## src/rtl/fpoperations.sv

```systemverilog
// Shared FPU constants for the integer-to-float converter.
// Holds rounding-mode encodings, exponent biases, mantissa widths and the
// per-stage payload structs that travel down the conversion pipeline.
package fpoperations;

    // fpcsr rounding-mode field encodings
    typedef enum logic [1:0] {
        RM_RNE = 2'b00,
        RM_RZ  = 2'b01,
        RM_RUP = 2'b10,
        RM_RDN = 2'b11
    } rm_e;

    localparam int unsigned INT_W    = 64;
    localparam int unsigned LZ_W     = 7;
    localparam int unsigned RES_W    = 80;

    localparam int unsigned BIAS_SNG = 127;
    localparam int unsigned BIAS_DBL = 1023;
    localparam int unsigned BIAS_EXT = 16383;

    localparam int unsigned MANT_SNG = 23;
    localparam int unsigned MANT_DBL = 52;
    localparam int unsigned MANT_EXT = 63;

    typedef struct packed {
        logic sng;
        logic dbl;
        logic ext;
    } fmt_t;

    // S1 payload: sign/magnitude split of the operand plus per-op controls
    typedef struct packed {
        logic             sign;
        logic [INT_W-1:0] mag;
        rm_e              rm;
        fmt_t             fmt;
    } s1_t;

    // S2 payload: normalised magnitude (bit 63 set unless zero)
    typedef struct packed {
        logic             sign;
        logic [INT_W-1:0] norm;
        logic [LZ_W-1:0]  lz;
        logic             zero;
        rm_e              rm;
        fmt_t             fmt;
    } s2_t;

    // True when exactly one target format is selected
    function automatic logic fmt_onehot(input fmt_t f);
        return ({f.sng, f.dbl, f.ext} == 3'b100) ||
               ({f.sng, f.dbl, f.ext} == 3'b010) ||
               ({f.sng, f.dbl, f.ext} == 3'b001);
    endfunction

endpackage

```

## src/rtl/cvt_lzc64.sv

```systemverilog
// Combinational 64-bit leading-zero counter.
// Ports: i_val  - value to scan
//        o_lz_c - number of leading zeros, 0..64 (64 when i_val is zero)
module cvt_lzc64
    import fpoperations::*;
(
    input  logic [INT_W-1:0] i_val,
    output logic [LZ_W-1:0]  o_lz_c
);

    // Ascending scan so the highest set bit wins
    always_comb begin
        o_lz_c = LZ_W'(INT_W);
        for (int i = 0; i < int'(INT_W); i++) begin
            if (i_val[i]) begin
                o_lz_c = LZ_W'(63 - i);
            end
        end
    end

endmodule

```

## src/rtl/cvt_i_fp_mod.sv

```systemverilog
// Integer-to-floating-point converter, three-stage pipeline.
//   S1: sign/magnitude capture, S2: normalise, S3: round and pack.
// Ports:
//   clk, rst (async active-low), clkEn (advance enable, 0 freezes all stages)
//   en/tag_in/A/is32b/isSigned/isSNG/isDBL/isEXT/fpcsr - issue side
//   res (80b, right-aligned), res_en, tag_out, flags {inexact, invalid}
// Optional feature macro CVTIF_FLAGS_EN: when defined the flags are computed
// and registered with res; otherwise flags is tied to zero.
module cvt_i_fp_mod
    import fpoperations::*;
#(
    parameter int unsigned RM_LSB = 0,
    parameter int unsigned TAG_W  = 9
)
(
    input  logic             clk,
    input  logic             rst,
    input  logic             clkEn,
    input  logic             en,
    input  logic [TAG_W-1:0] tag_in,
    input  logic [63:0]      A,
    input  logic             is32b,
    input  logic             isSigned,
    input  logic             isSNG,
    input  logic             isDBL,
    input  logic             isEXT,
    input  logic [31:0]      fpcsr,
    output logic [79:0]      res,
    output logic             res_en,
    output logic [TAG_W-1:0] tag_out,
    output logic [1:0]       flags
);

    // ---------------- S1: extend, sign, magnitude ----------------
    logic [INT_W-1:0] w_val;
    logic             w_sign;
    logic [INT_W-1:0] w_mag;

    // Two's-complement negate also yields 2^63 for INT64_MIN as unsigned
    always_comb begin
        w_val = A;
        if (is32b) begin
            w_val = isSigned ? {{32{A[31]}}, A[31:0]} : {32'b0, A[31:0]};
        end
        w_sign = isSigned & w_val[63];
        w_mag  = w_sign ? (~w_val + 64'd1) : w_val;
    end

    s1_t              r_s1;
    logic             r_s1_v;
    logic [TAG_W-1:0] r_s1_tag;

    always_ff @(posedge clk or negedge rst) begin
        if (!rst) begin
            r_s1_v   <= 1'b0;
            r_s1     <= '0;
            r_s1_tag <= '0;
        end else if (clkEn) begin
            r_s1_v <= en;
            if (en) begin
                r_s1.sign <= w_sign;
                r_s1.mag  <= w_mag;
                r_s1.rm   <= rm_e'(fpcsr[RM_LSB +: 2]);
                r_s1.fmt  <= '{sng: isSNG, dbl: isDBL, ext: isEXT};
                r_s1_tag  <= tag_in;
            end
        end
    end

    // ---------------- S2: normalise ----------------
    logic [LZ_W-1:0] w_lz;

    cvt_lzc64 u_lzc (
        .i_val  (r_s1.mag),
        .o_lz_c (w_lz)
    );

    s2_t              r_s2;
    logic             r_s2_v;
    logic [TAG_W-1:0] r_s2_tag;

    always_ff @(posedge clk or negedge rst) begin
        if (!rst) begin
            r_s2_v   <= 1'b0;
            r_s2     <= '0;
            r_s2_tag <= '0;
        end else if (clkEn) begin
            r_s2_v <= r_s1_v;
            if (r_s1_v) begin
                r_s2.sign <= r_s1.sign;
                r_s2.norm <= r_s1.mag << w_lz;
                r_s2.lz   <= w_lz;
                r_s2.zero <= (r_s1.mag == 64'd0);
                r_s2.rm   <= r_s1.rm;
                r_s2.fmt  <= r_s1.fmt;
                r_s2_tag  <= r_s1_tag;
            end
        end
    end

    // ---------------- S3: round and pack ----------------
    logic             w_fmt_ok;
    logic [INT_W-1:0] w_kept;
    logic             w_guard;
    logic             w_sticky;
    logic             w_lsb;
    logic             w_up;
    logic [INT_W:0]   w_rounded;
    logic             w_carry;
    logic [15:0]      w_bias;
    logic [15:0]      w_exp;
    logic [RES_W-1:0] w_res;

    // kept holds the integer bit plus m fraction bits, right-aligned
    always_comb begin
        w_fmt_ok  = fmt_onehot(r_s2.fmt);
        w_kept    = r_s2.norm;
        w_guard   = 1'b0;
        w_sticky  = 1'b0;
        w_lsb     = r_s2.norm[0];
        w_bias    = 16'(BIAS_EXT);
        w_up      = 1'b0;
        w_rounded = '0;
        w_carry   = 1'b0;
        w_exp     = '0;
        w_res     = '0;

        if (r_s2.fmt.sng) begin
            w_kept   = INT_W'(r_s2.norm[63 -: (MANT_SNG + 1)]);
            w_guard  = r_s2.norm[62 - MANT_SNG];
            w_sticky = |r_s2.norm[61 - MANT_SNG:0];
            w_lsb    = r_s2.norm[63 - MANT_SNG];
            w_bias   = 16'(BIAS_SNG);
        end else if (r_s2.fmt.dbl) begin
            w_kept   = INT_W'(r_s2.norm[63 -: (MANT_DBL + 1)]);
            w_guard  = r_s2.norm[62 - MANT_DBL];
            w_sticky = |r_s2.norm[61 - MANT_DBL:0];
            w_lsb    = r_s2.norm[63 - MANT_DBL];
            w_bias   = 16'(BIAS_DBL);
        end

        case (r_s2.rm)
            RM_RNE:  w_up = w_guard & (w_sticky | w_lsb);
            RM_RZ:   w_up = 1'b0;
            RM_RUP:  w_up = ~r_s2.sign & (w_guard | w_sticky);
            RM_RDN:  w_up = r_s2.sign & (w_guard | w_sticky);
            default: w_up = 1'b0;
        endcase

        // Carry out leaves only the bit above the integer bit set, so the
        // fraction field reads back as zero without extra masking
        w_rounded = (INT_W + 1)'(w_kept) + (INT_W + 1)'(w_up);
        if (r_s2.fmt.sng) begin
            w_carry = w_rounded[MANT_SNG + 1];
        end else if (r_s2.fmt.dbl) begin
            w_carry = w_rounded[MANT_DBL + 1];
        end else begin
            w_carry = w_rounded[MANT_EXT + 1];
        end

        w_exp = w_bias + 16'd63 - 16'(r_s2.lz) + 16'(w_carry);

        if (w_fmt_ok && !r_s2.zero) begin
            if (r_s2.fmt.sng) begin
                w_res = RES_W'({r_s2.sign, w_exp[7:0], w_rounded[MANT_SNG-1:0]});
            end else if (r_s2.fmt.dbl) begin
                w_res = RES_W'({r_s2.sign, w_exp[10:0], w_rounded[MANT_DBL-1:0]});
            end else begin
                w_res = {r_s2.sign, w_exp[14:0], 1'b1, w_rounded[MANT_EXT-1:0]};
            end
        end
    end

    logic [RES_W-1:0] r_res;
    logic             r_res_en;
    logic [TAG_W-1:0] r_tag_out;

    always_ff @(posedge clk or negedge rst) begin
        if (!rst) begin
            r_res     <= '0;
            r_res_en  <= 1'b0;
            r_tag_out <= '0;
        end else if (clkEn) begin
            r_res_en <= r_s2_v;
            if (r_s2_v) begin
                r_res     <= w_res;
                r_tag_out <= r_s2_tag;
            end
        end
    end

    assign res     = r_res;
    assign res_en  = r_res_en;
    assign tag_out = r_tag_out;

`ifdef CVTIF_FLAGS_EN
    logic [1:0] w_flags_c;
    logic [1:0] r_flags;

    // Zero input has no guard/sticky bits set, so it is naturally exact
    assign w_flags_c = {w_fmt_ok & (w_guard | w_sticky), ~w_fmt_ok};

    always_ff @(posedge clk or negedge rst) begin
        if (!rst) begin
            r_flags <= 2'b00;
        end else if (clkEn && r_s2_v) begin
            r_flags <= w_flags_c;
        end
    end

    assign flags = r_flags;
`else
    assign flags = 2'b00;
`endif

    // Bits that no format consumes
    logic w_unused;
    assign w_unused = ^{w_rounded[INT_W], w_rounded[MANT_EXT], w_exp[15], fpcsr};

endmodule

```

## config.mk

```make
export PLATFORM = sky130hd
export DESIGN_NAME = cvt_i_fp_mod
export DESIGN_NICKNAME = d
export VERILOG_FILES = /design/src/rtl/fpoperations.sv /design/src/rtl/cvt_lzc64.sv /design/src/rtl/cvt_i_fp_mod.sv
export SDC_FILE = /design/constraint.sdc
export NUM_CORES = 1
export LEC_CHECK = 0
export ABC_CLOCK_PERIOD_IN_PS = 15600
export CORE_UTILIZATION = 60
export DETAILED_ROUTE_END_ITERATION = 12
export PLACE_DENSITY = 0.83
export SYNTH_ARGS = -nofsm -noshare
export SYNTH_HDL_FRONTEND = slang
export SYNTH_SLANG_ARGS = --single-unit
```

## constraint.sdc

```tcl
create_clock -name clk -period 15.6 [get_ports clk]
set_input_delay 2.34 -clock clk [delete_from_list [all_inputs] [get_ports clk]]
set_output_delay 2.34 -clock clk [all_outputs]
set_load 0.02 [all_outputs]
```

==> impl_metrics.toml, run 1 <==
[status]
status = "finished, violations left"
failed_checks = "capacitance limit, slew limit"

[min_path]
hold_start = "r_s1_tag[6]"
hold_path_depth = 2
whs_endpoint = "r_s2_tag[6]"
hold_path_class = "reg -> reg"

[worst_setup_path]
crit_path_start = "r_s2[2]"
endpoint_kind = "register"
reg2reg_from = "r_s2[2]"
crit_path_start_kind = "register"
r2r_cells = 28
r2r_end = "res[61]"
worstPathRequired_ns = 16.06
reg2reg_slack_ns = 9.20
worst-setup-path-type = "reg -> reg"
cp_max_fo = 65
cpPeakStageDelay_ns = 0.53
worst_ep_arrival_time_ns = 6.86
slowest_stage = "buf_4"

[clock_network]
cts_buffers = 28
cts_hold_buffers = 0
clk_latency_ns = 0.58
cts_repair_resize_count = 0
cts-root-buf = "clkbuf_16"
clk_pin_slew_ns = 0.06
cts.path.max_buffers = 3
tritoncts = "done"
cts_setup_buffers = 0
cts_max_level = 1
clock-sinks = 258

[timing]
clock_skew_ns = 0.0294
tns_ns = 0
hold_viol_final = 0
holdWs_ns = 0.471
slew_headroom_pct = -0.209
tightest_slew_ns = 1.47
maxSlewViolCount = 1
fmax_ghz = 0.156
period_minus_slack_ns = 6.40
rsz0062_at_grt = "no"
finalCritPeriodShare_pct = 41.0
setup_viol = 0

[global_route]
grt_pass1_vias = 20000
track_usage_pct = 43.7
antenna_found_initial = 2
grt_pass1_wl_mm = 117
overflow = 0
grt_max_degree = 134

[placed_design]
io_buffers = 173
dpl.hpwl_mm = 55.2
placed_area_um2 = 22000
gp_congestion = 1.01

[layout]
final_util_pct = 68.6
fillers = 2619
design_area_um2 = 22900
drive_gt1_share_pct = 8.11
register_area_um2 = 6460
multi_input_area_um2 = 12800
areaGrowthSynthToFinish_pct = 12.6
final_nets = 2668

[floorplan]
die_w_um = 186
core_area_um2 = 33400
dieArea_um2 = 34700
fp.dieH_um = 186
io_pins = 206
start_util_pct = 60.9
rows = 67

[routing]
via_count = 21200
wirelength_mm = 76.2
m1WireLength_mm = 28.9
met3_wirelength_mm = 8.10
wl_per_cell_um = 25.3
ant_nets = 0
topRoutingLayerUsed = "met5"
drc_errors = 0
firstDrtPassIters = 7
wl_met2_mm = 34.0
drt_iter0_drc = 2867
viasPerCell = 7.04

[synthesis]
syn_avg_cell_area_um2 = 8.10
synth-edff-count = 0
synthArstFlopShare_pct = 100
yosys_register_bits = 258
ys_top_cells_by_area = "dfrtp_1 32%, nand2_1 6.6%, mux2i_1 5.7%"
synth_ff_type = "dfrtp_1"
ys_warn_count = 0
yosysTopAreaCell = "dfrtp_1"
seq_area_frac_synth_pct = 31.7
synth.top_cell.area_share_pct = 31.7
syn_area_um2 = 20400
yosysUniqueCellTypes = 110
syn_inst = 2516

[job]
drv_cap = 1

[power_and_ir_drop]
p_per_area_nw_per_um2 = 164
ir_worst_vdd_v = 0.000108
finalPower_mw = 3.77
power.leakage_nw = 9.30
-- layout make-up --
type                    count  share of cell area [%]
diodes                      1                  0.0109
clock buffers              39                    3.50
clock inverters            13                   0.796
inverters                  48                   0.785
multi-input cells        2002                    55.6
flip-flops and latches    258                    28.2
well taps                 448                    2.44
repair buffers            205                    8.67
-- synth_stat cells (21+ instances only) --
| cell | count |
|---|---|
| nor3_1 | 55 |
| nor2_1 | 170 |
| buf_2 | 59 |
| and3_1 | 22 |
| o21ai_0 | 200 |
| nand3_1 | 162 |
| a211oi_1 | 21 |
| a21oi_1 | 130 |
| mux2i_1 | 117 |
| o211ai_1 | 88 |
| clkbuf_1 | 103 |
| a31oi_1 | 21 |
| inv_1 | 47 |
| xnor2_1 | 61 |
| xor2_1 | 55 |
| a32oi_1 | 26 |
| a22o_1 | 44 |
| a22oi_1 | 25 |
| nand2_1 | 359 |
| mux2_2 | 50 |
| o21ai_1 | 29 |
| dfrtp_1 | 258 |
| nor4_1 | 34 |
-- kinds of logic after synthesis --
| family | synth area share [%] |
|---|---|
| AND/OR/NAND/NOR | 22.1 |
| flip-flops | 31.7 |
| buffers and inverters | 5.98 |
| AO/OA/AOI/OAI | 25.9 |
| other | 0.0184 |
| multiplexers | 8.70 |
| adder cells (fa/ha/maj) | 0.712 |
| XOR/XNOR | 4.99 |
-- power by group --
part           internal [mW]  total, mW  switching [mW]  leakage [nW]
sequential             0.849       1.16           0.308          3.31
clock                  0.412      0.700           0.289         0.481
combinational          0.703       1.92            1.21          5.51
total                   1.96       3.77            1.81          9.30
-- worst max-delay path, delay by kind of cell, from the launching register on --
kind,cells,cell delay (ns)
and+or+nand+nor,8,2.08
buffers and inverters,4,0.72
adders and majority gates,5,1.24
AOI/OAI and AO/OA,11,1.76
DFF,1,0.40
-- metal layers --
metal	vias up	GRT usage, %
li1	9323	-
met1	10100	57.1
met2	1501	68.3
met3	330	7.54
met4	2	25.7
met5	-	0
-- layout by cell type (no fill, tap or decap), types with 10 or more instances in the layout --
cell type	Yosys	routed
nand2_1	359	356
dfrtp_1	258	256
o21ai_0	200	200
clkdlybuf4s50_1	0	172
nor2_1	170	170
nand3_1	162	162
a21oi_1	130	130
mux2i_1	117	117
o211ai_1	88	88
xnor2_1	61	61
xor2_1	55	55
nor3_1	55	54
mux2_2	50	50
inv_1	47	47
a22o_1	44	44
nor4_1	34	34
buf_4	17	31
clkbuf_16	0	28
o21ai_1	29	27
a32oi_1	26	26
a22oi_1	25	25
and3_1	22	22
a211oi_1	21	21
a31oi_1	21	21
nand4_1	17	17
o31ai_1	17	17
nand2b_1	16	16
a21o_1	16	16
or4_1	16	16
nor2b_1	15	15
o221ai_1	13	13
nand3b_1	11	11
and2_1	11	11
o21a_1	12	10
ha_1	10	10
-- through the flow --
stage | worst slack [ns] | instances
2_1_floorplan | 9.63 | 2517
3_3_place_gp | 9.69 | 2961
3_5_place_dp | 9.52 | 2961
4_1_cts | 9.43 | 3013
5_1_grt | 8.97 | 3013
6_report | 9.20 | 3014
-- flip-flops by register name, indices dropped and copies added (netlist names) --
signal	flops
r_s1	70
res_en	1
r_s1_v	1
r_s2_v	1
r_s2	78
r_s1_tag	9
res	80
r_s2_tag	9
tag_out	9
-- worst max-delay path by stage --
stage | to | depth (start not counted) | slack, ns
floorplan | res[71] | 32 | 9.63
global placement | res[61] | 28 | 9.69
detailed placement | res[61] | 28 | 9.52
CTS | res[61] | 28 | 9.43
global route | res[59] | 28 | 8.97
finish | res[61] | 28 | 9.20
(Power assumes the default switching activity.)
==> run 2, diff against run 1 <==
--- a/config.mk
+++ b/config.mk
@@ -5,10 +5,10 @@
 export SDC_FILE = /design/constraint.sdc
 export NUM_CORES = 1
 export LEC_CHECK = 0
-export ABC_CLOCK_PERIOD_IN_PS = 15600
-export CORE_UTILIZATION = 60
+export ABC_CLOCK_PERIOD_IN_PS = 6000
+export CORE_UTILIZATION = 59
 export DETAILED_ROUTE_END_ITERATION = 12
-export PLACE_DENSITY = 0.83
+export PLACE_DENSITY = 0.82
 export SYNTH_ARGS = -nofsm -noshare
 export SYNTH_HDL_FRONTEND = slang
 export SYNTH_SLANG_ARGS = --single-unit
==> constraint.sdc (replaced) <==
create_clock -name clk -period 6 [get_ports clk]
set_input_delay 0.9 -clock clk [delete_from_list [all_inputs] [get_ports clk]]
set_output_delay 0.9 -clock clk [all_outputs]
set_load 0.02 [all_outputs]
==> run 2 against run 1 <==
Against the previous run: the flow now finishes without violations; worst hold slack lost 0.062 ns; final cell count grew 0.50%; utilization shrank 0.46 points; largest power group unchanged; first-iteration DRC count grew 3.5%; fmax grew 16%; largest cell class unchanged.
==> impl_metrics.toml, run 2 (synthesis results as in run 1) <==
[clock_network]
clk_latency_ns = 0.57
tritoncts = "done"
cts.path.max_buffers = 3
cts-root-buf = "clkbuf_16"
clock-sinks = 258
cts_setup_buffers = 0
cts_buffers = 28
clk_pin_slew_ns = 0.06
cts_max_level = 1

[timing]
setup_viol = 0
period_minus_slack_ns = 5.50
slew_headroom_pct = 13.4
maxSlewViolCount = 0
clock_skew_ns = 0.0173
rsz0062_at_grt = "no"
fmax_ghz = 0.182
tightest_slew_ns = 1.29
hold_viol_final = 0
holdWs_ns = 0.409
tns_ns = 0
final.setup.worst_slack_ns = 0.497
finalCritPeriodShare_pct = 91.7

[worst_setup_path]
cpPeakStageDelay_ns = 0.61
cp_max_fo = 20
worst-setup-path-type = "reg -> reg"
worstPathRequired_ns = 6.43
worst_ep_arrival_time_ns = 5.94
cp_top_family = "simple AND/OR/NAND/NOR gates"
slowest_stage = "dfrtp_4"
crit_path_start_kind = "register"
r2r_end = "res[59]"
reg2reg_slack_ns = 0.50
critPathBufInv = 3
r2r_cells = 27
endpoint = "res[59]"
cp_common_cell = "o21ai_0"
crit_path_start = "r_s2[1]"
endpoint_kind = "register"
reg2reg_from = "r_s2[1]"
critical_path_depth = 27

[global_route]
grt_pass1_wl_mm = 119
antenna_found_initial = 0
grt_max_degree = 142
track_usage_pct = 43.0
overflow = 0
grt_pass1_vias = 20400

[routing]
drt_iter0_drc = 2968
firstDrtPassIters = 10
via_count = 21500
drc_errors = 0
viasPerCell = 7.10
ant_nets = 0
wirelength_mm = 77.2
wl_per_cell_um = 25.5

[placed_design]
pre_cts_slack_ns = 0.359
dpl.hpwl_mm = 56.5
io_buffers = 173
gp_congestion = 1.02

[layout]
final_nets = 2687
areaGrowthSynthToFinish_pct = 13.0
num_antenna_cells = 0
final_cell_mix = "356 x nand2_1, 256 x dfrtp_1, 200 x o21ai_0, 172 x clkdlybuf4s50_1, 170 x nor2_1"
drive_gt1_share_pct = 8.76
largest_register_ffs = 80
final_common_cell = "nand2_1"
multi_input_area_um2 = 12800
register_area_um2 = 6460
fillers = 2711

[floorplan]
io_pins = 206
die_w_um = 188
core_area_um2 = 33800
start_util_pct = 60.3
dieArea_um2 = 35300
rows = 67
fp.dieH_um = 188

[power_and_ir_drop]
pwr-share-seq_pct = 30.3
ir_worst_vdd_v = 0.000315
power.leakage_nw = 9.36
switchingPower_mw = 4.76
p_int_mw = 5.05
combPwrFrac_pct = 52.6
p_per_area_nw_per_um2 = 426
p_sw_share_pct = 48.5
power_frac_clock_pct = 17.1
finalPower_mw = 9.82

[min_path]
hold_path_class = "in -> async"

[job]
drv_cap = 0

[status]
status = "complete, no violations"
run 2: worst min path at each step:
stage,cells past startpoint,start,slack (ns),endpoint
5_1_grt,1,rst,0.49,r_s2[60]
6_report,1,rst,0.41,r_s2[39]
3_5_place_dp,2,r_s1_tag[2],0.45,r_s2_tag[2]
2_1_floorplan,2,r_s1[0],0.43,r_s2[0]
4_1_cts,1,rst,0.45,r_s2[39]
3_3_place_gp,2,r_s1_tag[6],0.44,r_s2_tag[6]
run 2: per-stage QoR:
| step | util (%) | area, um^2 | cells |
|---|---|---|---|
| finish | 68.1 | 23000 | 3029 |
| floorplan | - | 20400 | 2517 |
| CTS | 68.1 | 23000 | 3029 |
| detailed placement | 65.5 | 22100 | 2980 |
| global placement | 65.5 | 22100 | 2980 |
| global route | 68.1 | 23000 | 3029 |
run 2: layout make-up:
class,count,share of cell area [%]
sequential,258,28.1
tap,448,2.43
timing repair buffer,224,9.37
inverter,48,0.783
clock inverter,13,0.516
clock buffer,36,3.35
multi-input combinational,2002,55.5
run 2: power by group through the flow:
stage / sequential [mW] / combinational [mW] / clock, mW
CTS: 2.92 / 4.98 / 1.68
finish: 2.97 / 5.17 / 1.68
global placement: 2.91 / 4.86 / 0
global route: 2.99 / 5.44 / 1.76
detailed placement: 2.94 / 4.95 / 0
floorplan: 2.75 / 3.23 / 0
run 2: repair_timing:
action | in CTS | in global routing
gates resized for setup | 0 | 1
endpoints found under the setup margin | 0 | 7
hold buffers | 0 | 0
run 2: metal layers:
layer / up-vias / global-route usage [%] / wire (um)
li1: 9368 / - / -
met5: - / 0 / 0
met4: 0 / 22.8 / 5230
met2: 1560 / 69.1 / 35100
met1: 10200 / 54.5 / 28500
met3: 347 / 8.68 / 8410
